`src/rtl/pwm_decoder.sv`:
```
// PWM receive decoder: synchronizes pwm_in, measures the period and high time
// between rising edges, and recovers the 2-bit duty code of the source.
module pwm_decoder #(
  parameter int PERIOD      = 8,
  parameter int CNT_W       = 5,
  parameter int SYNC_STAGES = 2
) (
  input  logic       clk,
  input  logic       reset,
  input  logic       pwm_in,
  output logic [1:0] duty_cycle,
  output logic       duty_valid,
  output logic       error,
  output logic       locked
);
  localparam int TIMEOUT = 2 * PERIOD;
  localparam logic [CNT_W-1:0] PERIOD_C   = CNT_W'(PERIOD);
  localparam logic [CNT_W-1:0] TIMEOUT_C  = CNT_W'(TIMEOUT);
  localparam logic [CNT_W-1:0] MAX_HIGH_C = CNT_W'(6);
  localparam logic [CNT_W-1:0] ONE_C      = {{(CNT_W-1){1'b0}}, 1'b1};
  localparam logic [CNT_W-1:0] ZERO_C     = {CNT_W{1'b0}};

  typedef enum logic [1:0] {
    SEARCH  = 2'd0,
    MEASURE = 2'd1,
    ZERO    = 2'd2
  } state_t;

  state_t                 state;
  state_t                 next_state;
  logic [SYNC_STAGES-1:0] sync;
  logic                   pwm_s;
  logic                   pwm_d;
  logic                   rise;
  logic                   timeout;
  logic                   accept;
  logic                   zero_high;
  logic [CNT_W-1:0]       period_cnt;
  logic [CNT_W-1:0]       high_cnt;
  logic [1:0]             duty_next;
  logic                   valid_next;
  logic                   error_next;
  logic                   locked_next;

  assign pwm_s     = sync[SYNC_STAGES-1];
  assign rise      = pwm_s & ~pwm_d;
  // A rise in the same cycle always wins over the timeout.
  assign timeout   = ~rise & (period_cnt == TIMEOUT_C);
  assign zero_high = (high_cnt == ZERO_C);
  assign accept    = (period_cnt == PERIOD_C) & ~high_cnt[0] & (high_cnt <= MAX_HIGH_C);

  always_ff @(posedge clk) begin
    if (reset) begin
      sync  <= {SYNC_STAGES{1'b0}};
      pwm_d <= 1'b0;
    end else begin
      sync  <= {sync[SYNC_STAGES-2:0], pwm_in};
      pwm_d <= pwm_s;
    end
  end

  // Counters restart at 1 on a rise so they hold the full interval at the next rise.
  always_ff @(posedge clk) begin
    if (reset || timeout) begin
      period_cnt <= ZERO_C;
      high_cnt   <= ZERO_C;
    end else if (rise) begin
      period_cnt <= ONE_C;
      high_cnt   <= ONE_C;
    end else begin
      period_cnt <= period_cnt + ONE_C;
      high_cnt   <= high_cnt + CNT_W'(pwm_s);
    end
  end

  always_ff @(posedge clk) begin
    if (reset) state <= SEARCH;
    else       state <= next_state;
  end

  always_comb begin
    next_state = state;
    case (state)
      SEARCH: begin
        if (rise)                        next_state = MEASURE;
        else if (timeout && zero_high)   next_state = ZERO;
        else                             next_state = SEARCH;
      end
      MEASURE: begin
        if (rise)                        next_state = MEASURE;
        else if (timeout && zero_high)   next_state = ZERO;
        else if (timeout)                next_state = SEARCH;
        else                             next_state = MEASURE;
      end
      ZERO: begin
        if (rise) next_state = MEASURE;
        else      next_state = ZERO;
      end
      default: next_state = SEARCH;
    endcase
  end

  always_comb begin
    duty_next   = duty_cycle;
    valid_next  = 1'b0;
    error_next  = 1'b0;
    locked_next = locked;
    case (state)
      SEARCH, MEASURE: begin
        if (rise && (state == MEASURE)) begin
          if (accept) begin
            duty_next   = high_cnt[2:1];
            valid_next  = 1'b1;
            locked_next = 1'b1;
          end else begin
            error_next  = 1'b1;
            locked_next = 1'b0;
          end
        end else if (timeout && zero_high) begin
          duty_next   = 2'd0;
          valid_next  = 1'b1;
          locked_next = 1'b1;
        end else if (timeout) begin
          error_next  = 1'b1;
          locked_next = 1'b0;
        end else begin
          duty_next   = duty_cycle;
        end
      end
      ZERO: begin
        if (rise) begin
          locked_next = 1'b0;
        end else if (timeout) begin
          duty_next   = 2'd0;
          valid_next  = 1'b1;
          locked_next = 1'b1;
        end else begin
          duty_next   = duty_cycle;
        end
      end
      default: begin
        duty_next   = 2'd0;
        locked_next = 1'b0;
      end
    endcase
  end

  always_ff @(posedge clk) begin
    if (reset) begin
      duty_cycle <= 2'd0;
      duty_valid <= 1'b0;
      error      <= 1'b0;
      locked     <= 1'b0;
    end else begin
      duty_cycle <= duty_next;
      duty_valid <= valid_next;
      error      <= error_next;
      locked     <= locked_next;
    end
  end
endmodule

```
`config.mk`:
```
export PLATFORM = sky130hd
export DESIGN_NAME = pwm_decoder
export DESIGN_NICKNAME = d
export VERILOG_FILES = /design/src/rtl/pwm_decoder.sv
export SDC_FILE = /design/constraint.sdc
export NUM_CORES = 1
export LEC_CHECK = 0
export ABC_AREA = 1
export ABC_CLOCK_PERIOD_IN_PS = 2430
export BUFFER_PORTS_ARGS = -buffer_cell sky130_fd_sc_hd__buf_2
export CORE_ASPECT_RATIO = 1.2
export CORE_MARGIN = 5
export CORE_UTILIZATION = 56
export CTS_CLUSTER_DIAMETER = 40
export DETAILED_ROUTE_END_ITERATION = 12
export PLACE_DENSITY = 0.75
export SYNTH_ARGS = -nofsm -noshare
export SYNTH_HDL_FRONTEND = slang
export SYNTH_SLANG_ARGS = --single-unit
```
`constraint.sdc`:
```
create_clock -name clk -period 2.43 [get_ports clk]
set_input_delay 0.243 -clock clk [delete_from_list [all_inputs] [get_ports clk]]
set_output_delay 0.243 -clock clk [all_outputs]
set_load 0.05 [all_outputs]
```
==> metrics.cfg, run 1 <==
[run_status]
status = finished clean

[clocking]
cts.sinks = 20
root_buffer = clkbuf_4
clk_latency_ps = 300
post_cts_buffers = 0
cts_tree = done
cts_hold_buf = 0
cts_resized = 0
htreeDepth = 1
cts_buffers = 3
clkTransAtPathRegs_ps = 100
clk_path_buf_depth = 2

[critical_path]
critPathKind = flop to flop
cp-start-kind = flop
crit_required_ps = 2630
crit_arrival_ps = 1580
reg2reg_depth = 10
cp_max_fo = 6
r2r_end = duty_valid
regToRegSetupSlack_ps = 1060
cp-end-kind = flop
r2r_start = period_cnt[0]

[placement]
place.gp.congestion = 0.7755
portBuffers = 7
dpl_cell_area_mm2 = 0.001012
dpl.hpwl_mm = 1.272

[drt]
dr.pass1.iters = 4
drt-initial-drc-count = 9
wl_per_cell_um = 10.19
ant_nets = 0
viasPerCell = 4.825
wirelength_mm = 1.631
vias = 772
drc = 0

[synth]
yosysUniqueCellTypes = 18
syn-num-nets = 139
synth_seq_area_share = 0.4194
synth-compound-area-share = 0.03801
yosys.area_share.adder = 0.05242
synth_xor_area_frac = 0.02752
synth_top_cell_by_area = dfxtp_1
synth_cells = 132
synth_simple_gate_area_frac = 0.3761
yosysTopAreaCellShare = 0.4194
avgSynthCellArea_um2 = 7.232
synth_area_um2 = 954.7
synth_top_family_by_area = simple AND/OR/NAND/NOR gates
yosysWarnings = 0
synth_seq_cells = 20
synthMuxAreaShare = 0
synth_area_leaders = dfxtp_1 42%, nand2_1 9.8%, nor2_1 9.8%, inv_1 7.5%, ha_1 5.2%

[die]
fp.dieW_um = 47.69
core_area_mm2 = 0.001622
die_area_mm2 = 0.002634
ios = 8
die_h_um = 55.23
start_util = 0.5887
rows = 16

[final_layout]
area_growth_pct = 8.388
fin_area_mm2 = 0.001035
n_antenna_cell = 0
drive_gt1_frac = 0.1972
layout.nets = 151
nFillCells = 162

[power]
p_int_mw = 0.4113
pwr-share-clk = 0.283
power_density_mw_per_mm2 = 525.5
power.switching_mw = 0.1325
combPwrFrac = 0.083
peakVddDrop_uv = 436.2
swShare = 0.2437
p_leak_nw = 0.4922
pwr-share-seq = 0.634

[global_route]
grt_pass1_wl_mm = 3.029
antenna_found_initial = 0
overflow = 0
grt_pass1_vias = 742
grt.total_usage = 0.1542
grt_start_max_net_pins = 11

[sta]
worst_pin_slew_ps = 308.9
finClkSkew_ps = 2.074
setup_tns_ps = 0
slew_violations = 0
max-slew-margin-rel = 0.7935
rsz0062_at_grt = no
hold_violations = 0
final-setup-viol-count = 0
post-route-period-util = 0.5646
fin_crit_ps = 1372
clock.fmax_ghz = 0.7288

[flow_run]
cap_violations = 0

[worst_hold_path]
hold_class = input port to flop
hold_depth = 3
hold_path_end = sync[0]
hold_start = pwm_in

## layer usage
metal  share of wire  track usage  wire length [um]
met1            0.47       0.1972               769
met2            0.47       0.2344               771
met3           0.031      0.03896                50
met4           0.025      0.06923                40
met5               0            0                 0
## cells in the final DEF (no fill, tap or decap)
master and instances:
or2_2 3, buf_2 7, nor2_2 5, ha_1 4, inv_2 3, clkbuf_4 3
nand2_1 25, dfxtp_1 20, nor2_4 1, o22ai_1 1, nand3_4 1, nand3_1 9
nand2_4 1, nor3_1 1, a21oi_1 6, nand2_2 4, inv_1 19, nand4_1 1
nor2_1 25, xor2_1 3
## final cells by class
| class | count | area, um^2 | area share |
|---|---|---|---|
| multi-input cells | 90 | 471.7 | 0.4559 |
| repair buffers | 7 | 35.03 | 0.03386 |
| flip-flops and latches | 20 | 400.4 | 0.3869 |
| inverters | 22 | 82.58 | 0.07981 |
| well taps | 18 | 22.52 | 0.02177 |
| clock buffers | 3 | 22.52 | 0.02177 |
## through the flow
stage                     worst slack (ps)  hold slack, ps  instances  power (mW)    util
after floorplan                       1200           314.2        132      0.3866       -
after global placement                1134           402.5        157      0.3968  0.6242
after detailed placement              1083           409.7        157      0.3980  0.6242
after CTS                             1050           141.2        160      0.5524  0.6381
after global routing                 824.6           152.1        160      0.5776  0.6381
final                                 1058           145.9        160      0.5438  0.6381
## how the worst max path moves through the flow
stage                              from       endpoint  slack [ps]  cells after the start
after global placement    period_cnt[0]  duty_cycle[0]        1130                     10
final                     period_cnt[0]     duty_valid        1060                     10
after detailed placement  period_cnt[0]  period_cnt[2]        1080                      7
after global routing      period_cnt[0]    high_cnt[4]         820                      7
after floorplan           period_cnt[0]  duty_cycle[0]        1200                     10
after CTS                 period_cnt[0]  period_cnt[2]        1050                      7
## flip-flops by register name, summed over array words and instances, names as in the netlist
signal / count
high_cnt: 5
locked: 1
state: 2
duty_cycle: 2
duty_valid: 1
pwm_d: 1
period_cnt: 5
error: 1
sync: 2
## power by group through the flow
stage / Combinational, mW / Clock (mW) / Sequential, mW
after floorplan: 0.0332 / 0 / 0.353
after global placement: 0.0453 / 0 / 0.351
after detailed placement: 0.0459 / 0 / 0.352
after CTS: 0.0460 / 0.162 / 0.345
after global routing: 0.0531 / 0.178 / 0.347
final: 0.0454 / 0.154 / 0.345
## worst max-delay path, stage by stage, from the launching register on
cell     delay [ps]
dfxtp_1         400
inv_1            70
ha_1            200
nand2_1          60
inv_1            70
nand3_4         110
nor2_2           50
nor2_1          130
nor2_2           50
nor2_1           90
nor2_1           40
## synthesized netlist by cell type
library cell,number
a21oi_1,6
dfxtp_1,20
ha_1,4
inv_1,19
inv_2,3
nand2_1,25
nand2_2,4
nand2_4,1
nand3_1,9
nand3_4,1
nand4_1,1
nor2_1,25
nor2_2,5
nor2_4,1
nor3_1,1
o22ai_1,1
or2_2,3
xor2_1,3
## logic make-up after synthesis
group	after synthesis
buf+inv	22
flops	20
simple gates	76
compound gates	7
fa+ha+maj	4
xor+xnor	3
(Power assumes the default switching activity.)
==> run 2, diff against run 1 <==
==> config.mk (replaced) <==
export PLATFORM = sky130hd
export DESIGN_NAME = pwm_decoder
export DESIGN_NICKNAME = d
export VERILOG_FILES = /design/src/rtl/pwm_decoder.sv
export SDC_FILE = /design/constraint.sdc
export NUM_CORES = 1
export LEC_CHECK = 0
export ABC_AREA = 0
export ABC_CLOCK_PERIOD_IN_PS = 1100
export BUFFER_PORTS_ARGS = -buffer_cell sky130_fd_sc_hd__buf_2
export CORE_ASPECT_RATIO = 1.2
export CORE_MARGIN = 5
export CORE_UTILIZATION = 50
export CTS_CLUSTER_DIAMETER = 40
export DETAILED_ROUTE_END_ITERATION = 12
export PLACE_DENSITY = 0.71
export SYNTH_ARGS = -nofsm -noshare
export SYNTH_HDL_FRONTEND = slang
export SYNTH_SLANG_ARGS = --single-unit
==> constraint.sdc (replaced) <==
create_clock -name clk -period 1.1 [get_ports clk]
set_input_delay 0.11 -clock clk [delete_from_list [all_inputs] [get_ports clk]]
set_output_delay 0.11 -clock clk [all_outputs]
set_load 0.05 [all_outputs]
==> metrics.cfg, run 2 <==
[global_route]
grt_pass1_wl_mm = 3.601
grt_pass1_vias = 832
grt.total_usage = 0.1625
antenna_found_initial = 0
grt_start_max_net_pins = 13
overflow = 0

[critical_path]
cp-start-kind = flop
cp_max_fo = 4
crit_required_ps = 1310
crit_start = period_cnt[0]
cp-end-kind = flop
r2r_start = period_cnt[0]
critPathKind = flop to flop
crit_arrival_ps = 1800

[synth]
synth_common_cells = 20 x dfxtp_1, 12 x nor2_1, 7 x a21oi_1
synth_xor_area_frac = 0.06631
avgSynthCellArea_um2 = 9.733
ys_async_sr_fraction = 0
synth_cells = 95
synth_edf_count = 0
synth_seq_cells = 20
synth_area_um2 = 924.6
synth_top_family_by_area = simple AND/OR/NAND/NOR gates
synthMuxAreaShare = 0.02165
syn-num-nets = 102
yosysWarnings = 0
synth_simple_gate_area_frac = 0.2747
synth_seq_area_share = 0.4330
synth_top_cell_by_area = dfxtp_1
synth_area_leaders = dfxtp_1 43%, ha_1 5.4%, nor2_1 4.9%, a21oi_1 3.8%, xor2_1 3.8%
synth_flop_cell = dfxtp_1
yosysUniqueCellTypes = 33
yosys.area_share.adder = 0.05413
synth-compound-area-share = 0.1096
post-synth-top-count-cell = dfxtp_1
yosysTopAreaCellShare = 0.4330

[clocking]
cts.sinks = 20
clk_path_buf_depth = 2
cts_tree = done
cts_buffers = 3
root_buffer = clkbuf_4
htreeDepth = 1
clk_latency_ps = 310
clkTransAtPathRegs_ps = 110

[placement]
portBuffers = 7
dpl.hpwl_mm = 1.472
placed_cells_incl_taps = 138
place.gp.congestion = 0.7277

[final_layout]
nFillCells = 124
mostFrequentLayoutCells = 26 x buf_4, 16 x dfxtp_1, 9 x nor2_1, 6 x buf_2
fin_cells = 150
layout.nets = 140
area_growth_pct = 45.87
reg_top3 = high_cnt: 5 flops, period_cnt: 5 flops
drive_gt1_frac = 0.5115
n_antenna_cell = 0
fin_util = 0.7460
mostFrequentLayoutCell = buf_4

[sta]
post-route-period-util = 1.439
worst_pin_slew_ps = 336.2
rsz0062_at_grt = yes
postLayoutSetupSlackWorst_ps = -483.3
hold_violations = 0
holdWs_ps = 5.754
slew_violations = 0
setup_tns_ps = -6702
max-slew-margin-rel = 0.7750
finClkSkew_ps = 0.8937
clock.fmax_ghz = 0.6316
final-setup-viol-count = 17
fin_crit_ps = 1583

[die]
rows = 17
die_area_mm2 = 0.002813
die_h_um = 57.11
ios = 8
start_util = 0.5114
core_area_mm2 = 0.001808
fp.dieW_um = 49.26

[drt]
dr.pass1.iters = 5
wirelength_mm = 2.381
ant_nets = 0
viasPerCell = 5.553
drc = 0
drt-initial-drc-count = 20
wl_per_cell_um = 15.87
vias = 833

[power]
p_leak_nw = 0.5493
power_density_mw_per_mm2 = 982.7
peakVddDrop_uv = 826.0
p_total_mw = 1.325

[worst_hold_path]
hold_start = pwm_in
hold_class = input port to flop

[flow_run]
cap_violations = 0

[run_status]
status = finished with violations
violations = negative setup slack

==> run 2: changes by cell type after synthesis, moves of 4 or more <==
cell	delta
inv_1	-17
nor2b_1	+5
nor2_2	-5
nand2_2	-4
nand2_1	-23
and2_1	+4
nand3_1	-5
nor2_1	-13
==> run 2: final timing paths <==
kind,end,slack (ps),cells after the start
worst max-delay path,duty_cycle[1],-480,7
worst min-delay path,sync[0],6,2
worst max register to register,duty_cycle[1],-480,7
worst min register to register,sync[1],450,1
==> run 2: kinds of logic after synthesis <==
logic type	after synthesis
AND/OR/NAND/NOR	41
flip-flops	20
AO/OA/AOI/OAI	15
XOR/XNOR	7
buffers and inverters	6
adder cells (fa/ha/maj)	4
multiplexers	2
==> run 2: repair_timing <==
action | in CTS | in global routing
endpoints found under the hold margin | 1 | 0
endpoints found under the setup margin | 17 | 18
pin swaps | 7 | 4
gates resized for setup | 10 | 21
buffers inserted | 4 | 5
==> run 2: where the power goes <==
group | leakage, nW | internal [mW] | total, mW | switching [mW]
registers | 0.164 | 0.747 | 0.764 | 0.0169
logic | 0.372 | 0.107 | 0.201 | 0.0937
clock network | 0.0138 | 0.128 | 0.361 | 0.233
==> run 2: worst max-delay path, stage by stage (launching register included) <==
cell	delay [ps]
dfxtp_2	340
inv_2	70
ha_4	150
and4bb_4	290
nand4_4	100
a211oi_4	270
mux2i_1	220
nor2_1	50
==> run 2: metal layers <==
metal / GRT usage / vias up / wire length (um)
li1: - / 404 / -
met1: 0.1909 / 387 / 949
met2: 0.2670 / 28 / 1241
met3: 0.03655 / 14 / 85
met4: 0.09615 / 0 / 106
met5: 0 / - / 0
==> run 2: cell type report <==
type / instances / area, um^2 / share of cell area
clock buffers: 3 / 22.52 / 0.01670
well taps: 19 / 23.77 / 0.01763
repair buffers: 37 / 277.8 / 0.2059
multi-input cells: 69 / 611.8 / 0.4536
inverters: 2 / 7.507 / 0.005566
flip-flops and latches: 20 / 405.4 / 0.3006
==> run 2: through the flow <==
step           instance area [um^2]  setup WS [ps]
2_1_floorplan                 940.9         -381.1
3_3_place_gp                   1126         -417.5
3_5_place_dp                   1126         -493.0
4_1_cts                        1210         -489.7
5_1_grt                        1349         -560.1
6_report                       1349         -483.3
